### src/rtl/gerador_posicao_6_pkg.sv
// gerador_posicao_6_pkg: shared game constants, direction/state codes and the grid step rule.
// Latency: none (types, constants and pure functions only).
// Backpressure: not applicable.
package gerador_posicao_6_pkg;

   localparam int LARGURA_EIXO = 3;                   // bits per board axis (8x8 board)
   localparam int LARGURA_POS  = 2 * LARGURA_EIXO;    // packed {row, col}

   typedef enum logic [1:0] {
      DIR_CIMA     = 2'b00,
      DIR_BAIXO    = 2'b01,
      DIR_ESQUERDA = 2'b10,
      DIR_DIREITA  = 2'b11
   } direcao_t;

   typedef enum logic [2:0] {
      ST_PARADO   = 3'd0,
      ST_INICIA   = 3'd1,
      ST_CONTANDO = 3'd2,
      ST_CALCULA  = 3'd3,
      ST_ESCREVE  = 3'd4,
      ST_FIM      = 3'd5
   } estado_t;

   typedef struct packed {
      logic [LARGURA_EIXO-1:0] linha;
      logic [LARGURA_EIXO-1:0] coluna;
   } pos_t;

   // Result of one step: the wrapped position plus a flag telling whether the
   // move crossed the board border (only acted on when the border is a wall).
   typedef struct packed {
      pos_t pos;
      logic borda;
   } passo_t;

   // Opposite directions differ only in the LSB (cima<->baixo, esquerda<->direita).
   function automatic direcao_t oposta(direcao_t d);
      return direcao_t'({d[1], ~d[0]});
   endfunction

   // 3-bit arithmetic wraps naturally modulo 8; borda flags the wrap.
   function automatic passo_t calcula_passo(pos_t p, direcao_t d);
      passo_t r;
      r.pos   = p;
      r.borda = 1'b0;
      case (d)
         DIR_CIMA: begin
            r.pos.linha = p.linha - 3'd1;
            r.borda     = (p.linha == 3'd0);
         end
         DIR_BAIXO: begin
            r.pos.linha = p.linha + 3'd1;
            r.borda     = (p.linha == 3'd7);
         end
         DIR_ESQUERDA: begin
            r.pos.coluna = p.coluna - 3'd1;
            r.borda      = (p.coluna == 3'd0);
         end
         default: begin
            r.pos.coluna = p.coluna + 3'd1;
            r.borda      = (p.coluna == 3'd7);
         end
      endcase
      return r;
   endfunction

endpackage

### src/rtl/gerador_posicao_6_contador_passo.sv
// gerador_posicao_6_contador_passo: modulo-MODULO tick counter pacing the game steps.
// Latency: fim is combinational, high in the cycle the counter sits at MODULO-1 while counting.
// Backpressure: conta=0 freezes the count; zera clears it and has priority over conta.
//
// Ports:
//   clock  in  system clock
//   reset  in  synchronous, active-high
//   zera   in  clear the count on the next edge
//   conta  in  advance the count this cycle
//   fim    out terminal count reached while counting (count wraps to 0 on that edge)
module gerador_posicao_6_contador_passo #(
   parameter int MODULO = 4
) (
   input  logic clock,
   input  logic reset,
   input  logic zera,
   input  logic conta,
   output logic fim
);

   localparam int W = (MODULO > 1) ? $clog2(MODULO) : 1;

   logic [W-1:0] cont_q;
   logic [W-1:0] cont_d;

   always_comb begin
      cont_d = cont_q;
      fim    = 1'b0;
      if (zera) begin
         cont_d = '0;
      end else if (conta) begin
         if (cont_q == W'(MODULO - 1)) begin
            cont_d = '0;
            fim    = 1'b1;
         end else begin
            cont_d = cont_q + W'(1);
         end
      end
   end

   always_ff @(posedge clock) begin
      if (reset) begin
         cont_q <= '0;
      end else begin
         cont_q <= cont_d;
      end
   end

endmodule

### src/rtl/gerador_posicao_6.sv
// gerador_posicao_6: computes the next 8x8 grid position once per game step and drives the position register.
// Latency: step period PASSO_CICLOS+2 cycles (count, CALCULA, ESCREVE); register loads on the edge ending ESCREVE.
// Backpressure: pausar freezes the step counter in CONTANDO only; an in-flight CALCULA/ESCREVE always completes.
//
// Ports:
//   clock, reset      system clock; synchronous active-high reset (overrides everything)
//   iniciar           start pulse, honoured in PARADO or FIM
//   pausar            level, holds the step counter
//   botoes[3:0]       {cima, baixo, esquerda, direita}, debounced levels
//   pos_atual[5:0]    Q of the downstream position register ({row, col})
//   pos_prox[5:0]     D of the downstream position register
//   escreve_pos       register enable, single-cycle pulse (INICIA and ESCREVE)
//   direcao[1:0]      committed direction
//   colisao           border collision flag (MODO_BORDA=1)
//   db_estado[2:0]    FSM state code
module gerador_posicao_6
   import gerador_posicao_6_pkg::*;
#(
   parameter int         PASSO_CICLOS = 25_000_000,   // must be >= 2
   parameter logic [5:0] POS_INICIAL  = 6'b100_100,
   parameter bit         MODO_BORDA   = 1'b0
) (
   input  logic       clock,
   input  logic       reset,
   input  logic       iniciar,
   input  logic       pausar,
   input  logic [3:0] botoes,
   input  logic [5:0] pos_atual,
   output logic [5:0] pos_prox,
   output logic       escreve_pos,
   output logic [1:0] direcao,
   output logic       colisao,
   output logic [2:0] db_estado
);

   estado_t  estado_q,   estado_d;
   direcao_t direcao_q,  direcao_d;
   direcao_t dir_pend_q, dir_pend_d;
   pos_t     pos_prox_q, pos_prox_d;
   logic     colisao_q,  colisao_d;

   logic     zera_cont;
   logic     conta_cont;
   logic     fim_passo;

   logic     botao_vld;
   direcao_t botao_dir;
   passo_t   passo;

   gerador_posicao_6_contador_passo #(
      .MODULO (PASSO_CICLOS)
   ) u_contador_passo (
      .clock (clock),
      .reset (reset),
      .zera  (zera_cont),
      .conta (conta_cont),
      .fim   (fim_passo)
   );

   // Fixed priority: cima > baixo > esquerda > direita.
   always_comb begin
      botao_vld = |botoes;
      botao_dir = DIR_DIREITA;
      if (botoes[3]) begin
         botao_dir = DIR_CIMA;
      end else if (botoes[2]) begin
         botao_dir = DIR_BAIXO;
      end else if (botoes[1]) begin
         botao_dir = DIR_ESQUERDA;
      end
   end

   assign passo = calcula_passo(pos_t'(pos_atual), dir_pend_q);

   always_comb begin
      estado_d    = estado_q;
      direcao_d   = direcao_q;
      pos_prox_d  = pos_prox_q;
      colisao_d   = colisao_q;
      zera_cont   = 1'b0;
      conta_cont  = 1'b0;
      escreve_pos = 1'b0;

      case (estado_q)
         ST_PARADO, ST_FIM: begin
            // pos_prox is loaded on entry so it is already valid during the INICIA write pulse
            if (iniciar) begin
               estado_d   = ST_INICIA;
               pos_prox_d = pos_t'(POS_INICIAL);
            end
         end
         ST_INICIA: begin
            escreve_pos = 1'b1;
            colisao_d   = 1'b0;
            direcao_d   = DIR_DIREITA;
            zera_cont   = 1'b1;
            estado_d    = ST_CONTANDO;
         end
         ST_CONTANDO: begin
            conta_cont = ~pausar;
            if (fim_passo) begin
               estado_d = ST_CALCULA;
            end
         end
         ST_CALCULA: begin
            direcao_d = dir_pend_q;
            if (MODO_BORDA && passo.borda) begin
               colisao_d = 1'b1;
               estado_d  = ST_FIM;
            end else begin
               pos_prox_d = passo.pos;
               estado_d   = ST_ESCREVE;
            end
         end
         ST_ESCREVE: begin
            escreve_pos = 1'b1;
            estado_d    = ST_CONTANDO;
         end
         default: begin
            estado_d = ST_PARADO;
         end
      endcase

      // Reversal is judged against the direction committed after this edge, so a
      // button pressed during CALCULA can never queue a U-turn of the new heading.
      dir_pend_d = dir_pend_q;
      if (estado_q == ST_INICIA) begin
         dir_pend_d = DIR_DIREITA;
      end else if (botao_vld && (botao_dir != oposta(direcao_d))) begin
         dir_pend_d = botao_dir;
      end
   end

   always_ff @(posedge clock) begin
      if (reset) begin
         estado_q   <= ST_PARADO;
         direcao_q  <= DIR_DIREITA;
         dir_pend_q <= DIR_DIREITA;
         pos_prox_q <= '0;
         colisao_q  <= 1'b0;
      end else begin
         estado_q   <= estado_d;
         direcao_q  <= direcao_d;
         dir_pend_q <= dir_pend_d;
         pos_prox_q <= pos_prox_d;
         colisao_q  <= colisao_d;
      end
   end

   assign pos_prox  = pos_prox_q;
   assign direcao   = direcao_q;
   assign colisao   = colisao_q;
   assign db_estado = estado_q;

endmodule

### config.mk
export PLATFORM = sky130hd
export DESIGN_NAME = gerador_posicao_6
export DESIGN_NICKNAME = d
export VERILOG_FILES = /design/src/rtl/gerador_posicao_6_pkg.sv /design/src/rtl/gerador_posicao_6_contador_passo.sv /design/src/rtl/gerador_posicao_6.sv
export SDC_FILE = /design/constraint.sdc
export NUM_CORES = 1
export LEC_CHECK = 0
export ABC_CLOCK_PERIOD_IN_PS = 2200
export BUFFER_PORTS_ARGS = -buffer_cell sky130_fd_sc_hd__buf_2
export CORE_ASPECT_RATIO = 0.5
export CORE_MARGIN = 4
export CORE_UTILIZATION = 45
export DETAILED_ROUTE_END_ITERATION = 8
export PLACE_DENSITY = 0.72
export SYNTH_ARGS = -nofsm -noshare
export SYNTH_HDL_FRONTEND = slang
export SYNTH_SLANG_ARGS = --single-unit
### constraint.sdc
create_clock -name clock -period 2.2 [get_ports clock]
set_clock_uncertainty 0.1 [all_clocks]
set_input_delay 0.33 -clock clock [delete_from_list [all_inputs] [get_ports clock]]
set_output_delay 0.33 -clock clock [all_outputs]
set_load 0.02 [all_outputs]
# Yosys cells after proc, flatten, opt, wreduce, memory -nomap -nowiden
# Index checks and enable logic that the tools add are counted.
[totals]
in_bits = 14
output_inout_bits = 13
elab_cells = 54
regBits = 38
[op_classes]
n_reduce_logical = 12
n_bitwise = 2
mux = 18
addsub = 5
n_eq_ne = 11
[op_table]
columns = ["op", "n"]
rows = [
  ["25-bit by 1-bit adder with 25-bit output, second input constant", 1],
  ["25-bit equality test, second input constant", 1],
  ["25-bit 2-to-1 mux", 1],
  ["3-bit one-hot mux with 2 select lines", 2],
  ["3-bit one-hot mux with 4 select lines", 1],
  ["6-bit one-hot mux with 2 select lines", 1],
  ["2-bit OR reduction", 5],
  ["1-bit 2-to-1 mux", 7],
  ["3-bit by 1-bit adder with 3-bit output, second input constant", 2],
  ["3-bit by 2-bit equality test with 1-bit output, second input constant", 2],
  ["3-bit equality test, second input constant", 2],
  ["3-bit 2-to-1 mux", 2],
  ["6-bit 2-to-1 mux", 1],
  ["3-bit by 1-bit subtractor with 3-bit output, second input constant", 2],
  ["2-bit 2-to-1 mux", 2],
  ["2-bit != test, second input constant", 2],
  ["2-bit one-hot mux with 2 select lines", 1],
  ["2-bit AND reduction", 2],
  ["4-bit OR reduction", 1],
  ["3-bit by 1-bit equality test with 1-bit output, second input constant", 1],
  ["3-bit zero test", 1],
  ["2-bit by 1-bit equality test with 1-bit output, second input constant", 1],
  ["2-bit equality test, second input constant", 1],
  ["2-bit zero test", 1],
  ["4 further kinds", 5],
]

# Longest topological paths before layout
# Gate-level depths: netlist of run 1.
[depth]
ltp_word = 6
ltp_mapped = 7
mapped_depth_nobuf = 6

# Hierarchy
# Synthesis of run 1 repeated with hierarchy kept, for this count alone.
[hier_totals]
cells_unflattened = 255
area_unflattened_um2 = 2104.5
[by_module_without_submodules]
columns = ["mod", "n_inst", "cells_each", "area_per_inst_um2"]
rows = [
  ["gerador_posicao_6_contador_passo", 1, 143, 1236.2],
  ["gerador_posicao_6", 1, 112, 868.3],
]

# Least setup slack after synthesis of run 1
# Ideal clock, no wire load.
[synth_timing]
path_type = "register -> register"
startpoint = "register estado_q[1], in the netlist db_estado[1]"
endpoint = "register u_contador_passo.cont_q[21]"
n_path_buf = 0
arrival_time_ps = 2015
required_time_ps = 2030
synth_period_minus_slack_ps = 2185
stages_incl_launch_ff = 6
setup_slack_ps = 15
cell_sequence = "dfxtp_1 or4b_4 nor4_4 nand3_2 or3_1 a21oi_1"
[synth_via]
elab_chain_cells = 3
[synth_lines]
columns = ["element", "line_no", "text"]
rows = [
  ["from (decl)", "gerador_posicao_6.sv:36", "estado_t estado_q, estado_d;"],
  ["from (signal assigned)", "gerador_posicao_6.sv:142", "estado_q <= estado_d;"],
  ["3-bit by 1-bit equality test with 1-bit output", "gerador_posicao_6.sv:84", "case (estado_q)"],
  ["1-bit 2-to-1 mux", "gerador_posicao_6.sv:84", ""],
  ["2-bit OR reduction (no line)", "--", ""],
  ["to (signal assigned)", "gerador_posicao_6_contador_passo.sv:45", "cont_q <= cont_d;"],
  ["to (decl)", "gerador_posicao_6_contador_passo.sv:23", "logic [W-1:0] cont_q;"],
]
# Parallel ways exist; a longest one is shown, timed or not.
# A chain may end at the register's enable or synchronous reset.

# Worst setup path after layout of run 1
[layout_timing]
startpoint = "register estado_q[2], in the netlist db_estado[2]"
endpoint = "register u_contador_passo.cont_q[8]"
# The elaborated chain is that of the path after synthesis.

==> PnR_summary.wiki, run 1 <==
{| class="wikitable"
! Metric !! Value
|-
| TritonCTS sink count || 38
|-
| Synth unique cells || 47
|-
| Clock latency on the worst-skew pair || 0.29 ns
|-
| Kind of capture point of the worst setup path || flop
|-
| Number of top-level pins || 27
|-
| # setup viols final || 0
|-
| Setup Total Neg Slack || 0 ns
|-
| Final hold violations || 0
|-
| Largest net degree at the start of global routing || 16
|-
| Gr ovfl total || 0
|-
| Die Footprint || 5623 um2
|-
| H-tree lvl count || 2
|-
| Max_cap viols || 0
|-
| Row count || 16
|-
| Post-Place Setup Slack || 0.04268 ns
|-
| Wire per inst || 12.98 um
|-
| Crit path largest cell delay || 0.60 ns
|-
| Mapped Avg Cell Area || 8.446 um2
|-
| Number of pins exceeding their max-slew limit in the final report || 0
|-
| 1st-iter DRT viols || 87
|-
| Net total in the final layout || 298
|-
| Top-area cell type share of the netlist area || 38.17%
|-
| Setup slack of the worst register-to-register path || 0.12 ns
|-
| Number of input and output port buffers inserted || 25
|-
| Cell at the root of the clock tree || sky130_fd_sc_hd__clkbuf_8
|-
| Final cycle utilization of the critical path || 94.76%
|-
| Sequential cell area fraction in the yosys report || 38.17%
|-
| Most numerous cell types in the synthesized netlist || sky130_fd_sc_hd__dfxtp_1, sky130_fd_sc_hd__nor2_1, sky130_fd_sc_hd__xor2_1
|-
| Post-route ant nets || 0
|-
| Count leader, synth || sky130_fd_sc_hd__dfxtp_1
|-
| CP Buf/Inv Count || 0
|-
| Post-synth ARST share || 0%
|-
| Ranking of synthesized cells by area || sky130_fd_sc_hd__dfxtp_1, sky130_fd_sc_hd__xor2_1, sky130_fd_sc_hd__nor2_1
|-
| Power per standard cell area || 621.1 nW/um2
|-
| Area used by multi-input combinational logic || 1154 um2
|-
| Post-synthesis register bit count || 38
|-
| Starting density of the core || 48.81%
|-
| Bufs on Longest Clock Path || 2
|-
| Setup slack after layout || 0.1154 ns
|-
| Total inserted antenna cells || 0
|-
| Die Wd || 102.1 um
|-
| First-pass GRT wire length || 7286 um
|-
| DR DRC count || 0
|-
| Tot GR Track Use || 16.94%
|-
| Top cell family by delay on the critical path || simple AND/OR/NAND/NOR gates
|-
| Layout cells sized above 1 || 21.99%
|-
| Die Ht || 55.06 um
|-
| Syn Nets || 253
|-
| Max rail drop VDD || 0.0003444 V
|-
| Routability cong. || 0.8366
|-
| Post-DP HPWL || 3205 um
|-
| Class of the most critical hold timing path || input port to flop
|-
| Vias in the first global route || 1687
|-
| Worst-path clk slew || 0.08 ns
|-
| Combined area of all synthesized cells || 1993 um2
|-
| Series of cell instances along the critical path || or4b_4, nor2_1, nand4_1, or3_1, a21oi_1
|-
| Max Freq || 479.7 MHz
|-
| Critical path launch point type || flop
|-
| Placeable core area || 4084 um2
|-
| Gate count of the mapped netlist || 236
|-
| Largest fanout of any net on the critical path || 6
|-
| Total wire length after detailed routing || 4360 um
|-
| Area added between synthesis and finish || 21.97%
|-
| CTS tree || yes
|-
| Vias per inst || 5.330
|-
| First-pass iteration count of the detailed router || 4
|-
| Initial antenna violation count || 0
|-
| Hold buffer count at CTS || 0
|-
| Data arrival time of the critical path || 2.21 ns
|-
| Run status || finished, final reports clean
|-
| Standby leakage power || 0.9476 nW
|-
| Vias post-DR || 1791
|-
| Sequential Area || 762.0 um2
|-
| Worst path slowest cell || sky130_fd_sc_hd__or4b_4
|-
| Cell type with the largest total area after synthesis || sky130_fd_sc_hd__dfxtp_1
|-
| Top FF cell, synth || sky130_fd_sc_hd__dfxtp_1
|-
| Yosys warns || 0
|-
| Number of filler cells placed in the layout || 358
|-
| Num CTS Buffers || 5
|-
| Time the worst path needs with I/O delays and setup || 2.085 ns
|-
| Number of enable-type register cells in the synthesized netlist || 0
|-
| Kind of critical path || flop to flop
|-
| WP data required || 2.33 ns
|}
[metal layers]
layer,up-vias,part of all wire [%],routed length [um],track usage (%)
met1,835,45,1960,18.31
met3,7,4.7,205,4.130
met2,40,48,2109,32.69
met4,0,1.9,85,7.190
met5,-,0,0,0
li1,909,-,-,-
[path summary, 6_finish.rpt]
kind                                    from                          to  cells past startpoint
worst max-delay path            db_estado[2]  u_contador_passo.cont_q[8]                      5
worst min-delay path                   reset                 pos_prox[1]                      2
worst max register to register  db_estado[2]  u_contador_passo.cont_q[8]                      5
worst min register to register   pos_prox[2]                 pos_prox[2]                      2
[through the flow]
| stage | power (mW) | util (%) | area (um2) | instances | hold slack, ns |
|---|---|---|---|---|---|
| after detailed placement | 0.9399 | 56.28 | 2298 | 326 | 0.3764 |
| final | 1.510 | 59.53 | 2431 | 336 | 0.2555 |
| after floorplan | 0.8673 | - | 1993 | 236 | 0.3315 |
| after global routing | 1.573 | 59.53 | 2431 | 336 | 0.2635 |
| after global placement | 0.9356 | 56.28 | 2298 | 326 | 0.3518 |
| after CTS | 1.528 | 58.95 | 2407 | 334 | 0.2489 |
[sequential cells by signal (all words and copies together) (netlist names)]
register / cells
u_contador_passo.cont_q: 25
pos_prox: 6
db_estado: 3
dir_pend_q: 2
direcao: 2
[cells in the final DEF, fill, tap and decap left out, types with 2 or more instances in the layout]
master,count
sky130_fd_sc_hd__nand3b_1,3
sky130_fd_sc_hd__nand2_1,16
sky130_fd_sc_hd__a311oi_1,2
sky130_fd_sc_hd__nor2_1,35
sky130_fd_sc_hd__a22oi_1,4
sky130_fd_sc_hd__or3_1,4
sky130_fd_sc_hd__or4bb_1,3
sky130_fd_sc_hd__o21ai_0,9
sky130_fd_sc_hd__buf_4,22
sky130_fd_sc_hd__a221oi_1,2
sky130_fd_sc_hd__nor2b_1,4
sky130_fd_sc_hd__clkinv_2,2
sky130_fd_sc_hd__nand2b_1,6
sky130_fd_sc_hd__dfxtp_1,37
sky130_fd_sc_hd__buf_2,25
sky130_fd_sc_hd__nor4_1,2
sky130_fd_sc_hd__xor2_1,20
sky130_fd_sc_hd__o21a_1,2
sky130_fd_sc_hd__a21oi_1,11
sky130_fd_sc_hd__and3_1,3
sky130_fd_sc_hd__fa_1,2
sky130_fd_sc_hd__mux2i_1,2
sky130_fd_sc_hd__inv_1,10
sky130_fd_sc_hd__nand3_1,6
sky130_fd_sc_hd__nand4_1,11
sky130_fd_sc_hd__clkbuf_8,5
sky130_fd_sc_hd__nor3b_1,3
sky130_fd_sc_hd__xnor2_1,5
sky130_fd_sc_hd__nor4b_1,2
[cells by family (layout without fill, tap and decap cells)]
group / after synthesis / in the layout / share of synthesized area, %
and+or+nand+nor: 107 / 107 / 29.76
muxes: 2 / 2 / 1.004
AOI/OAI and AO/OA: 40 / 40 / 13.12
buffers and inverters: 20 / 66 / 4.143
adders and majority gates: 3 / 3 / 2.637
DFF: 38 / 38 / 38.17
xor gates and xnor gates: 25 / 25 / 10.99
other: 1 / 1 / 0.1881
[final cells by class]
class                      instances  area share, %
timing repair buffer              48          12.40
multi-input combinational        178          47.45
inverter                          10          1.544
clock inverter                     3          1.647
sequential                        38          31.34
tap                               54          2.779
clock buffer                       5          2.831
[what timing repair did]
action / 4_1_cts / 5_1_grt
gates resized for setup: 0 / 4
setup buffers: 0 / 2
endpoints found under the setup margin: 0 / 21
[report_power, final]
group	switching (mW)	total [mW]	internal [mW]
registers	0.0148	0.718	0.703
clock network	0.250	0.584	0.334
logic	0.111	0.208	0.0966
total	0.376	1.51	1.13
No activity file was read; power rests on OpenSTA's default activity.
==> inputs of run 2 (changes only) <==
Settings changed: ABC_CLOCK_PERIOD_IN_PS 2200 to 2000, PLACE_DENSITY 0.72 to 0.7.
Clock period 2.2 ns to 2 ns, I/O delays scaled along.
==> run 2 against run 1 <==
The run now ends with setup timing left. Wire length grew 6.3%. Worst hold slack got worse by 0.047 ns. Sequential power up 9.7%. Critical path depth is the same. Highest routed layer unchanged.
==> PnR_summary.wiki, run 2 (synthesis results as in run 1) <==
{| class="wikitable"
! Metric !! Value
|-
| Power per standard cell area || 614.0 nW/um2 (-1.1%)
|-
| Net total in the final layout || 313 (+5.0%)
|-
| Post-Place Setup Slack || -0.08131 ns (-0.1240 ns)
|-
| Num CTS Buffers || 5 (unchanged)
|-
| CTS tree || yes
|-
| # setup viols final || 20 (+20)
|-
| Setup slack after layout || -0.04120 ns (-0.1566 ns)
|-
| DR DRC count || 0 (unchanged)
|-
| Hold buffer count at CTS || 0 (unchanged)
|-
| Setup slack of the worst register-to-register path || -0.04 ns (-0.16 ns)
|-
| Proportion of power drawn by the clock network || 34.0% (-4.7 points)
|-
| Violations in the final reports || setup timing
|-
| Data arrival time of the critical path || 2.12 ns (-0.09 ns)
|-
| Number of input and output port buffers inserted || 25 (unchanged)
|-
| Total wire length after detailed routing || 4636 um (+6.3%)
|-
| Layout cells sized above 1 || 28.28% (+6.3 points)
|-
| WP data required || 2.08 ns (-0.25 ns)
|-
| Placeable core area || 4084 um2 (unchanged)
|-
| Worst-path clk slew || 0.07 ns (about the same)
|-
| Count of placed standard cells in the final layout, fillers left out || 351 (+4.5%)
|-
| Starting density of the core || 48.81% (unchanged)
|-
| Time the worst path needs with I/O delays and setup || 2.041 ns (-0.04341 ns)
|-
| Wire per inst || 13.21 um (+1.8%)
|-
| Run status || finished, violations left
|-
| Routability cong. || 0.8024 (-4.1%)
|-
| Proportion of power drawn by combinational gates || 16.2% (+2.5 points)
|-
| TritonCTS sink count || 38 (unchanged)
|-
| Final cycle utilization of the critical path || 102.1% (+7.3 points)
|-
| Largest net degree at the start of global routing || 13 (-3)
|-
| Sequential Area || 769.5 um2 (+0.99%)
|-
| Die Wd || 102.1 um (unchanged)
|-
| Flip-flop count of the largest register after layout || 25 (unchanged)
|-
| Vias per inst || 5.262 (-1.3%)
|-
| Area added between synthesis and finish || 29.25%
|-
| Max_cap viols || 0 (unchanged)
|-
| Initial antenna violation count || 0 (unchanged)
|-
| Largest Register || u_contador_passo.cont_q
|-
| Capturing element of the worst setup path || u_contador_passo.cont_q[11]
|-
| Number of top-level pins || 27 (unchanged)
|-
| Sw Share || 25.63% (+0.72 points)
|-
| End of the worst register-to-register path || u_contador_passo.cont_q[11]
|-
| Worst setup path startpoint || u_contador_passo.cont_q[17]
|-
| Clock latency on the worst-skew pair || 0.29 ns (about the same)
|-
| Most common cell after layout, fill and taps aside || sky130_fd_sc_hd__nor2_1
|-
| Critical path launch point type || flop
|-
| Internal power component || 1.176 mW (+3.8%)
|-
| Unrepaired setup endpoints after global routing || yes
|-
| Max rail drop VDD || 0.0002551 V (-26%)
|-
| Final hold violations || 0 (unchanged)
|-
| Gr ovfl total || 0 (unchanged)
|-
| Total inserted antenna cells || 0 (unchanged)
|-
| Number of filler cells placed in the layout || 357 (-0.28%)
|-
| Number of pins exceeding their max-slew limit in the final report || 0 (unchanged)
|-
| First-pass GRT wire length || 7645 um (+4.9%)
|-
| Vias post-DR || 1847 (+3.1%)
|-
| Largest fanout of any net on the critical path || 5 (-1)
|-
| Post-place instance area || 2391 um2 (+4.0%)
|-
| Number of instances in the placed design || 338 (+3.7%)
|-
| Max Freq || 489.9 MHz (+2.1%)
|-
| Proportion of power drawn by flip-flops and latches || 49.8% (+2.2 points)
|-
| Cell at the root of the clock tree || sky130_fd_sc_hd__clkbuf_8
|-
| Die Ht || 55.06 um (unchanged)
|-
| Area used by multi-input combinational logic || 1177 um2 (+2.1%)
|-
| H-tree lvl count || 2 (unchanged)
|-
| Standby leakage power || 1.028 nW (+8.5%)
|-
| Vias in the first global route || 1784 (+5.7%)
|-
| Kind of capture point of the worst setup path || flop
|-
| Row count || 16 (unchanged)
|-
| Total non-filler cell area in the finished layout || 2576 um2 (+6.0%)
|-
| Class of the most critical hold timing path || input port to flop
|-
| Post-DP HPWL || 3349 um (+4.5%)
|-
| Fin Hold WS || 0.2088 ns (-0.04669 ns)
|-
| Die Footprint || 5623 um2 (unchanged)
|-
| First-pass iteration count of the detailed router || 4 (unchanged)
|-
| Worst-case reg-to-reg path depth || 5 (unchanged)
|-
| 1st-iter DRT viols || 50 (-43%)
|-
| Kind of critical path || flop to flop
|-
| Power dissipated by switching net loads || 405.5 uW (+7.8%)
|-
| Tot GR Track Use || 17.74% (+0.80 points)
|-
| FF-to-FF Start || u_contador_passo.cont_q[17]
|-
| Post-route ant nets || 0 (unchanged)
|-
| Bufs on Longest Clock Path || 2 (unchanged)
|-
| Most frequent cells in the layout || sky130_fd_sc_hd__nor2_1, sky130_fd_sc_hd__dfxtp_1, sky130_fd_sc_hd__buf_4
|}
## run 2: cell count changes in the layout (fill, tap and decap cells not counted), moves of 2 or more
cell                      delta
sky130_fd_sc_hd__buf_4      +10
sky130_fd_sc_hd__buf_6       +5
sky130_fd_sc_hd__dfxtp_1     -4
sky130_fd_sc_hd__dfxtp_2     +3
sky130_fd_sc_hd__o21ai_0     -2
## run 2: timing repair
item                       4_1_cts  5_1_grt
pin swaps                        4        1
setup endpoints to repair       23       24
resized for setup               18        4
cloned                           2        0
setup buffers                    3        0
## run 2: through the flow
step                power, mW  util (%)   TNS, ns
floorplan              0.9552         -  -0.03390
global placement        1.032     58.55    -1.017
detailed placement      1.039     58.55    -1.343
CTS                     1.597     62.87  -0.07410
global route            1.659     63.08    -1.760
finish                  1.582     63.08   -0.5259
## run 2: cell type report
class,count,area share [%]
multi-input combinational,178,45.70
sequential,38,29.87
timing repair buffer,63,16.80
clock buffer,7,3.351
tap,54,2.623
inverter,10,1.457
clock inverter,1,0.1943
## run 2: worst max-delay path, cell delays in order (launching register included)
cell,delay [ns]
sky130_fd_sc_hd__dfxtp_1,0.33
sky130_fd_sc_hd__or4bb_1,0.49
sky130_fd_sc_hd__or4_4,0.56
sky130_fd_sc_hd__o21bai_4,0.24
sky130_fd_sc_hd__buf_6,0.16
sky130_fd_sc_hd__nor2_1,0.05
## run 2: power groups by stage
stage	Sequential [mW]	Combinational [mW]	Clock, mW
3_5_place_dp	0.806	0.232	0
3_3_place_gp	0.806	0.226	0
4_1_cts	0.788	0.257	0.553
6_report	0.788	0.256	0.538
2_1_floorplan	0.819	0.136	0
5_1_grt	0.790	0.283	0.586
## run 2: metal layers
metal | GRT usage, % | part of all wire, % | vias up
li1 | - | - | 943
met1 | 19.59 | 45 | 865
met2 | 33.23 | 50 | 35
met3 | 5.507 | 4.8 | 4
met4 | 6.318 | 0.67 | 0
met5 | 0 | 0 | -
## run 2: how the worst min path moves through the flow
stage / end / from / cells past startpoint
finish: pos_prox[5] / pos_atual[5] / 3
floorplan: direcao[1] / reset / 1
global placement: pos_prox[2] / pos_prox[2] / 2
CTS: pos_prox[5] / pos_atual[5] / 3
detailed placement: pos_prox[5] / pos_prox[5] / 2
global route: db_estado[1] / reset / 2
==> inputs of run 3 (changes only) <==
Settings changed: ABC_AREA set to 1, BUFFER_PORTS_ARGS -buffer_cell sky130_fd_sc_hd__buf_2 to not set, DONT_BUFFER_PORTS set to 1, PLACE_DENSITY 0.7 to 0.65.
==> run 3 against run 2 <==
The flow now finishes without violations. Critical path type is now flop to output pin. Largest power group unchanged. Non-clock buffer count is 57 lower. First-iteration DRC count is 64% higher. Die area rose by 7.7%.
==> PnR_summary.wiki, run 3 <==
{| class="wikitable"
! Metric !! Value
|-
| Top-area cell type share of the netlist area || 35.10% (-3.1 points)
|-
| Synth unique cells || 36 (-23%)
|-
| TritonCTS sink count || 38 (unchanged)
|-
| Post-DP HPWL || 3693 um (+10%)
|-
| Yosys warns || 0 (unchanged)
|-
| Row count || 17 (+1)
|-
| Power per standard cell area || 928.5 nW/um2 (+51%)
|-
| Mapped Avg Cell Area || 6.527 um2 (-23%)
|-
| Initial antenna violation count || 0 (unchanged)
|-
| Sequential cell area fraction in the yosys report || 35.10% (-3.1 points)
|-
| Area added between synthesis and finish || 9.700%
|-
| Die Wd || 106.1 um (+3.9%)
|-
| Net total in the final layout || 357 (+14%)
|-
| Unrepaired setup endpoints after global routing || no
|-
| Die Footprint || 6057 um2 (+7.7%)
|-
| Number of enable-type register cells in the synthesized netlist || 0 (unchanged)
|-
| Total inserted antenna cells || 0 (unchanged)
|-
| Post-synth ARST share || 0% (unchanged)
|-
| Most common cell after layout, fill and taps aside || sky130_fd_sc_hd__nand2_1
|-
| Most numerous cell types in the synthesized netlist || sky130_fd_sc_hd__nand2_1, sky130_fd_sc_hd__inv_1, sky130_fd_sc_hd__nor2_1
|-
| Combined area of all synthesized cells || 2167 um2 (+8.7%)
|-
| First-pass iteration count of the detailed router || 4 (unchanged)
|-
| First-pass GRT wire length || 8128 um (+6.3%)
|-
| Clock latency on the worst-skew pair || 0.29 ns (about the same)
|-
| CTS tree || yes
|-
| Final cycle utilization of the critical path || 92.61% (-9.5 points)
|-
| Flip-flop count of the largest register after layout || 25 (unchanged)
|-
| Layout cells sized above 1 || 9.971% (-18 points)
|-
| Setup Total Neg Slack || 0 ns (+0.5259 ns)
|-
| Cell type with the largest total area after synthesis || sky130_fd_sc_hd__dfxtp_1
|-
| Class of the most critical hold timing path || input port to flop
|-
| Final core area utilization || 52.47% (-11 points)
|-
| Post-route ant nets || 0 (unchanged)
|-
| Post-Place Setup Slack || 0.1638 ns (+0.2451 ns)
|-
| Max Freq || 539.9 MHz (+10%)
|-
| Kind of capture point of the worst setup path || output pin
|-
| # setup viols final || 0 (-100%)
|-
| Placeable core area || 4531 um2 (+11%)
|-
| Largest Register || u_contador_passo.cont_q
|-
| Largest net degree at the start of global routing || 13 (unchanged)
|-
| Count leader, synth || sky130_fd_sc_hd__nand2_1
|-
| Routability cong. || 0.9236 (+15%)
|-
| Vias in the first global route || 1917 (+7.5%)
|-
| Vias post-DR || 1986 (+7.5%)
|-
| H-tree lvl count || 2 (unchanged)
|-
| Data arrival time of the critical path || 1.45 ns (-0.67 ns)
|-
| Worst slew margin relative to its limit || 63.98%
|-
| Number of input and output port buffers inserted || 0 (-100%)
|-
| Worst-path clk slew || 0.08 ns (about the same)
|-
| Top FF cell, synth || sky130_fd_sc_hd__dfxtp_1
|-
| Syn Nets || 349 (+38%)
|-
| Total wire length after detailed routing || 4610 um (-0.56%)
|-
| Critical path launch point type || flop
|-
| Num CTS Buffers || 5 (unchanged)
|-
| Number of pins exceeding their max-slew limit in the final report || 0 (unchanged)
|-
| Max rail drop VDD || 0.0005481 V (+110%)
|-
| Die Ht || 57.07 um (+3.7%)
|-
| Number of filler cells placed in the layout || 455 (+27%)
|-
| Post-synthesis register bit count || 38 (unchanged)
|-
| WP data required || 1.60 ns (-0.48 ns)
|-
| Gate count of the mapped netlist || 332 (+41%)
|-
| Time the worst path needs with I/O delays and setup || 1.852 ns (-0.1891 ns)
|-
| DR DRC count || 0 (unchanged)
|-
| Number of top-level pins || 27 (unchanged)
|-
| Most frequent cells in the layout || sky130_fd_sc_hd__nand2_1, sky130_fd_sc_hd__inv_1, sky130_fd_sc_hd__nor2_1
|-
| Transition at the pin with the smallest max-transition slack || 0.5403 ns
|-
| Power after layout || 2.207 mW (+40%)
|-
| Post-CTS Setup Repair Bufs || 0 (-3)
|-
| Run status || finished, final reports clean
|-
| Max_cap viols || 0 (unchanged)
|-
| Cell at the root of the clock tree || sky130_fd_sc_hd__clkbuf_8
|-
| Starting density of the core || 47.83% (-0.97 points)
|-
| Setup slack after layout || 0.1479 ns (+0.1891 ns)
|-
| Kind of critical path || flop to output pin
|-
| Final hold violations || 0 (unchanged)
|-
| Ranking of synthesized cells by area || sky130_fd_sc_hd__dfxtp_1, sky130_fd_sc_hd__nand2_1, sky130_fd_sc_hd__inv_1
|-
| Standby leakage power || 1.014 nW (-1.3%)
|-
| Tot GR Track Use || 16.33% (-1.4 points)
|-
| 1st-iter DRT viols || 82 (+64%)
|-
| Vias per inst || 4.880 (-7.3%)
|-
| Largest fanout of any net on the critical path || 4 (-1)
|-
| Wire per inst || 11.33 um (-14%)
|-
| Bufs on Longest Clock Path || 2 (unchanged)
|-
| Gr ovfl total || 0 (unchanged)
|}
-- run 3: power breakdown --
group	leakage (nW)	switching, mW	internal (mW)
logic	0.648	0.396	0.209
clock network	0.0579	0.282	0.367
registers	0.308	0.129	0.824
-- run 3: worst max-delay path, stage by stage, from the launching register on --
cell and delay [ns]:
sky130_fd_sc_hd__dfxtp_1 0.53, sky130_fd_sc_hd__nand2_2 0.16, sky130_fd_sc_hd__a21oi_1 0.47
-- run 3: kinds of logic after synthesis --
kind of cell               share of synthesized area [%]
AOI/OAI and AO/OA                                  8.026
xor gates and xnor gates                           1.617
adders and majority gates                          2.425
buffers and inverters                              10.97
DFF                                                35.10
muxes                                             0.4619
other                                             0.1730
and+or+nand+nor                                    41.22
-- run 3: through the flow --
stage,cells,cell area (um2),hold WS (ns)
2_1_floorplan,332,2167,0.3344
3_3_place_gp,398,2248,0.2712
3_5_place_dp,398,2248,0.2720
4_1_cts,407,2367,0.06463
5_1_grt,407,2377,0.08854
6_report,407,2377,0.07481
-- run 3: path summary, 6_finish.rpt --
path                                               endpoint  cells after the start  slack [ns]                        from
worst max-delay path                            escreve_pos                      2        0.15                db_estado[0]
worst min-delay path                             direcao[1]                      2        0.07                       reset
worst min register to register   u_contador_passo.cont_q[2]                      2        0.37  u_contador_passo.cont_q[2]
worst max register to register  u_contador_passo.cont_q[23]                      8        0.24                db_estado[2]
-- run 3: what timing repair did --
| action | CTS | global route |
|---|---|---|
| hold buffers | 1 | 0 |
| setup endpoints to repair | 0 | 2 |
| hold endpoints to repair | 7 | 0 |
| resized for setup | 0 | 2 |
-- run 3: metal layers --
metal / vias up / GRT usage, % / share of wire (%) / routed length (um)
li1: 1051 / - / - / -
met1: 897 / 19.29 / 47 / 2145
met2: 36 / 28.53 / 46 / 2134
met3: 2 / 5.763 / 6.7 / 309
met4: 0 / 4.428 / 0.43 / 20
met5: - / 0 / 0 / 0
-- run 3: area by class of cell --
cell class                      instances  area [um2]  share of cell area, %
Timing Repair Buffer                    6       47.55                  2.000
Inverter                               53       198.9                  8.368
Clock inverter                          3       40.04                  1.684
Clock buffer                            5       68.82                  2.895
Sequential cell                        38       760.7                  32.00
Multi-Input combinational cell        236        1179                  49.58
Tap cell                               66       82.58                  3.474
